<file path="src/rtl/fetch_stage.sv">
// Instruction fetch stage with IF/ID latch: owns the PC, reads the icache, and
// keeps a one-entry skid buffer so a word returned during a stall is not lost.
module fetch_stage #(
    parameter logic [31:0] PC_INIT  = 32'h00000000,
    parameter logic [31:0] NOP_WORD = 32'h00000000
) (
    input  logic        CLK,
    input  logic        nRST,
    input  logic        ihit,
    input  logic [31:0] iload,
    output logic        iREN,
    output logic [31:0] iaddr,
    input  logic        stall,
    input  logic        redirect,
    input  logic [31:0] redirect_pc,
    input  logic        halt,
    output logic [31:0] instr,
    output logic [31:0] pc4,
    output logic        valid,
    output logic        halted
);

    typedef enum logic [1:0] {FETCH, HOLD, HALTED} state_t;

    state_t      state, state_n;
    logic [31:0] pc, pc_n;
    logic [31:0] pc_plus4;
    logic [31:0] instr_p1, instr_n;
    logic [31:0] pc4_p1, pc4_n;
    logic        vld_p1, vld_n;
    logic [31:0] skid_instr, skid_instr_n;
    logic [31:0] skid_pc4, skid_pc4_n;

    assign pc_plus4 = pc + 32'd4;
    assign iaddr    = pc;
    assign iREN     = (state == FETCH);
    assign halted   = (state == HALTED);
    assign instr    = instr_p1;
    assign pc4      = pc4_p1;
    assign valid    = vld_p1;

    // Fetch -> IF/ID boundary
    always_ff @(posedge CLK) begin
        if (!nRST) begin
            state      <= FETCH;
            pc         <= PC_INIT;
            instr_p1   <= NOP_WORD;
            pc4_p1     <= 32'd0;
            vld_p1     <= 1'b0;
            skid_instr <= 32'd0;
            skid_pc4   <= 32'd0;
        end else begin
            state      <= state_n;
            pc         <= pc_n;
            instr_p1   <= instr_n;
            pc4_p1     <= pc4_n;
            vld_p1     <= vld_n;
            skid_instr <= skid_instr_n;
            skid_pc4   <= skid_pc4_n;
        end
    end

    always_comb begin
        state_n      = state;
        pc_n         = pc;
        instr_n      = instr_p1;
        pc4_n        = pc4_p1;
        vld_n        = vld_p1;
        skid_instr_n = skid_instr;
        skid_pc4_n   = skid_pc4;

        if (halt) begin
            state_n      = HALTED;
            instr_n      = NOP_WORD;
            vld_n        = 1'b0;
            skid_instr_n = 32'd0;
            skid_pc4_n   = 32'd0;
        end else if (state == HALTED) begin
            state_n = HALTED;
        end else if (redirect) begin
            // Masking keeps pc word-aligned even for a misaligned target.
            pc_n         = redirect_pc & ~32'd3;
            state_n      = FETCH;
            instr_n      = NOP_WORD;
            vld_n        = 1'b0;
            skid_instr_n = 32'd0;
            skid_pc4_n   = 32'd0;
        end else if (state == HOLD) begin
            if (!stall) begin
                state_n      = FETCH;
                instr_n      = skid_instr;
                pc4_n        = skid_pc4;
                vld_n        = 1'b1;
                skid_instr_n = 32'd0;
                skid_pc4_n   = 32'd0;
            end
        end else if (stall) begin
            if (ihit) begin
                state_n      = HOLD;
                skid_instr_n = iload;
                skid_pc4_n   = pc_plus4;
                pc_n         = pc_plus4;
            end
        end else if (ihit) begin
            instr_n = iload;
            pc4_n   = pc_plus4;
            vld_n   = 1'b1;
            pc_n    = pc_plus4;
        end else begin
            instr_n = NOP_WORD;
            vld_n   = 1'b0;
        end
    end

endmodule
</file>
<file path="config.mk">
export PLATFORM = sky130hd
export DESIGN_NAME = fetch_stage
export DESIGN_NICKNAME = d
export VERILOG_FILES = /design/src/rtl/fetch_stage.sv
export SDC_FILE = /design/constraint.sdc
export NUM_CORES = 1
export LEC_CHECK = 0
export CORE_MARGIN = 10
export CORE_UTILIZATION = 40
export CTS_CLUSTER_SIZE = 8
export DETAILED_ROUTE_END_ITERATION = 7
export GPL_TIMING_DRIVEN = 0
export PLACE_DENSITY = 0.66
export SYNTH_ARGS = -nofsm -noshare
export SYNTH_HDL_FRONTEND = slang
export SYNTH_SLANG_ARGS = --single-unit
</file>
<file path="constraint.sdc">
create_clock -name CLK -period 2.95 [get_ports CLK]
set_clock_uncertainty 0.15 [all_clocks]
set_input_delay 0.885 -clock CLK [delete_from_list [all_inputs] [get_ports CLK]]
set_output_delay 0.885 -clock CLK [all_outputs]
set_load 0.1 [all_outputs]
</file>
Yosys cells after proc, flatten, opt, wreduce, memory -nomap -nowiden. Index checks and enable logic that the tools add are counted.

Flip-flop bits (word level): 163. Input bits: 70. Output and inout port bits: 99.

$add $sub $neg: 1. Equality and inequality tests: 7. Multiplexer cells: 31. Bitwise gates (word level): 5. Reductions and logical operators: 16.

Operators with widths (number): 32-bit two-way mux (19); 32-bit by 3-bit adder with 32-bit output, second input constant (1); 2-bit two-way mux (7); 5-bit nonzero test (2); 4-bit AND reduction (2); 3-bit AND reduction (2); 2-bit nonzero test (3); 3-bit nonzero test (2); 1-bit two-way mux (5); 5-bit != test, second input constant (1); 1-bit NOT (5); 5-bit AND reduction (1); 2-bit != test, second input constant (2); 4-bit OR reduction (1); 3-bit != test, second input constant (1); 2-bit by 1-bit equality test with 1-bit output, second input constant (1); 2-bit equality test, second input constant (1); 2-bit logical NOT (1); 2-bit by 1-bit != test with 1-bit output, second input constant (1); 2-bit AND reduction (1); 2-bit OR reduction (1).

Logic depth before layout (Yosys ltp).
Depth in word-level cells: 6. Gate-level depth with buffers: 9.

Worst setup path after synthesis. Ideal clock, no wire load.

Kind: register to register. From: register pc[2] (netlist: iaddr[2]). To: register pc[24] (netlist: iaddr[24]). Setup time: 0.074 ns. Arrival time: 2.927 ns. Required time: 2.726 ns. Slack: -0.201 ns. Stages on the path, launching flop included: 8. Path through: dfxtp_1 -> ha_1 -> and4_1 -> clkbuf_2 -> nand2_1 -> or4_4 -> or4_1 -> a31oi_1.

Longest elaborated chain between the ends: 4.

Ends and longest elaborated chain: start, declared (line 26) `logic [31:0] pc, pc_n;`; start signal, assigned (line 54) `pc <= pc_n;`; 32-bit by 3-bit adder with 32-bit output (line 34) `assign pc_plus4 = pc + 32'd4;`; 32-bit two-way mux (line 98, 104); 32-bit two-way mux (line 88) `end else if (state == HOLD) begin`; 32-bit two-way mux (line 80) `end else if (redirect) begin`.

Every way passes these cells. The select of a mux whose other input is x is not followed. A chain may end at the register's enable or synchronous reset.

Worst setup path after layout.
From: register pc4_p1[23] (netlist: pc4[23]). To: output port pc4[23].

RTL lines: start, declared (line 29) `logic [31:0] pc4_p1, pc4_n;`; start signal, assigned (line 56) `pc4_p1 <= pc4_n;`; end, declared (line 18) `output logic [31:0] pc4,`.

No word-level cell between the ends.

==> flow_summary.json <==
{
  "hold_path_class": "flop to flop",
  "globalplace.congestion": 0.9488,
  "ant_nets": 0,
  "cp_slowest_cell": "clkdlybuf4s50_1",
  "synthTopCellsByArea": "dfxtp_1 (43%), a21oi_1 (9.0%), nand2_1 (7.4%)",
  "path_cells": "clkdlybuf4s50_1",
  "grt_pass1_wl_mm": 41.97,
  "antenna_cells": 0,
  "final_common_cell": "dfxtp_1",
  "layout-drive-gt1-share_pct": 7.437,
  "nNetsFinal": 1201,
  "r2r_end": "iaddr[24]$_SDFFE_PN0P_",
  "yosysWarnings": 0,
  "powerDensity_nw_per_um2": 535.6,
  "min_to": "pc4[4]$_SDFFE_PN0P_",
  "wl_per_cell_um": 19.91,
  "fin_crit_sh_pct": 99.02,
  "r2r_start": "iaddr[2]$_SDFFE_PN0P_",
  "io_pins": 169,
  "drt-total-wl_mm": 27.31,
  "final_cell_mix": "dfxtp_1 (152), nand2_1 (145), a21oi_1 (133), nand3_1 (106), dlygate4sd2_1 (74)",
  "arrival_ns": 1.89,
  "drt_iter0_drc": 826,
  "dp_hpwl_mm": 20.00,
  "synth-seq-cells": 159,
  "syn_to_final_growth_pct": 33.92,
  "synth_edf_count": 0,
  "clockBufferDepth": 2,
  "clk_pin_slew_ns": 0.06,
  "slew_violations": 0,
  "min_from": "pc4[4]$_SDFFE_PN0P_",
  "antenna_found_initial": 0,
  "fmax_ghz": 0.3423,
  "max_stage_delay_ns": 1.13,
  "stdcell_count": 1372,
  "leakagePower_nw": 4.052,
  "grt_pass1_vias": 7361,
  "ys_async_sr_fraction_pct": 0,
  "period_minus_slack_ns": 2.921,
  "end_kind": "output port",
  "rsz0062_at_grt": "true",
  "placementRows": 49,
  "io_buffers": 163,
  "ff2ff_path_depth": 7,
  "routed-via-count": 7733,
  "grt-ovfl-total": 0,
  "ir_worst_vdd_mv": 0.4408,
  "htree_levels": 4,
  "min_path_cells": 2,
  "cts_made_buffers": 17,
  "firstDrtPassIters": 5,
  "rrSetupSlack_ns": 0.24,
  "cp_num_buf_inv": 1,
  "crit_required_ns": 1.92,
  "maxSlewHeadroom_pct": 30.63,
  "synth_top_area_share_pct": 43.24,
  "numClockSinks": 159,
  "crit_type": "flop to output port",
  "cts_tree": "yes",
  "cpLargestDelayFamily": "buffers and inverters",
  "viasPerCell": 5.636,
  "yosysSeqAreaShare_pct": 43.24,
  "placed_cells": 1341,
  "status": "complete, no violations",
  "grt.total_usage_pct": 21.68,
  "maxCapViolations": 0,
  "drc": 0,
  "synth_flop_cell": "dfxtp_1",
  "initial_core_util_pct": 40.84,
  "yosysUniqueCellTypes": 61,
  "clock-root-buffer": "clkbuf_16",
  "cp_max_fo": 2,
  "netlist_area_um2": 7362,
  "worst_pin_slew_ns": 1.045,
  "clock_latency_ns": 0.44,
  "hold_viol": 0,
  "core_area_um2": 18020,
  "postSynthAreaPerCell_um2": 7.766,
  "die-width_um": 155.7,
  "finish.utilization_pct": 54.70,
  "die-area_um2": 24230,
  "finalSetupViolCount": 0,
  "fp.dieH_um": 155.7,
  "grt_max_degree": 17,
  "start_kind": "flop",
  "crit_start": "pc4[23]$_SDFFE_PN0P_",
  "syn_inst": 948,
  "yosysTopAreaCell": "dfxtp_1"
}
## layer usage
layer	vias up	global-route usage, %	wire length [um]
met1	3644	28.70	12050
met3	35	5.790	2240
met5	-	0	0
li1	3736	-	-
met4	0	6.684	525
met2	318	33.68	12500
## registers in the layout, indices dropped and copies added (netlist names)
register    count
iaddr          30
instr          32
pc4            31
skid_instr     32
skid_pc4       31
state           2
valid           1
## through the flow
stage	hold WS, ns	area (um^2)	worst slack, ns	TNS [ns]	power, mW
2_1_floorplan	0.2774	7375	0.007020	0	2.794
3_3_place_gp	0.2881	9293	-0.7295	-58.89	3.092
3_5_place_dp	0.2932	9293	-0.7373	-58.18	3.094
4_1_cts	0.3024	9796	-0.06945	-0.06945	5.283
5_1_grt	0.3157	9859	-0.009840	-0.009840	5.444
6_report	0.3028	9859	0.02900	0	5.281
## logic make-up after synthesis
family          Yosys count  synth area share (%)
mux                       7                0.9518
buf+inv                 101                 5.524
fa+ha+maj                 1                0.1699
simple gates            388                 24.39
xor+xnor                 27                 3.212
other cells               1               0.05094
flops                   159                 43.24
compound gates          264                 22.47
## what timing repair did
action / CTS / global route
setup buffers: 0 / 0
setup endpoints to repair: 118 / 116
hold buffers: 0 / 0
gates resized for setup: 84 / 55
## power by group
part           switching, mW  leakage [nW]  internal [mW]
combinational          0.582          2.48          0.225
clock                  0.980         0.287           1.26
sequential            0.0436          1.29           2.19
total                   1.61          4.05           3.68
## cells in the mapped netlist, drive strengths merged (6+ instances only)
library cell,number
nand3,107
o2bb2ai,19
xnor2,18
nor2,63
buf,21
o22ai,14
inv,7
nand2b,6
a21oi,133
nor4,8
o221ai,8
o211ai,9
dfxtp,159
and3,7
o21ai,22
a21boi,15
or3,7
nand2,145
nor3,12
nand4,14
mux2i,7
clkbuf,71
xor2,9
a31oi,6
## worst max path at each step
stage,to,slack [ns],cells past startpoint
after floorplan,iaddr[24]$_SDFFE_PN0P_,0.007,5
final,pc4[23],0.03,1
after CTS,halted,-0.07,5
after global placement,iaddr[19]$_SDFFE_PN0P_,-0.73,7
after detailed placement,iaddr[19]$_SDFFE_PN0P_,-0.74,7
after global routing,pc4[12]$_SDFFE_PN0P_,-0.01,7
## final cells by class
class / count / area, um^2
fillers: 1809 / 8165
multi-input cells: 689 / 3786
flip-flops and latches: 159 / 3192
repair buffers: 163 / 1583
clock buffers: 17 / 425.4
plain buffers: 91 / 391.6
well taps: 229 / 286.5
clock inverters: 15 / 161.4
inverters: 9 / 33.78
(Power assumes the default switching activity.)
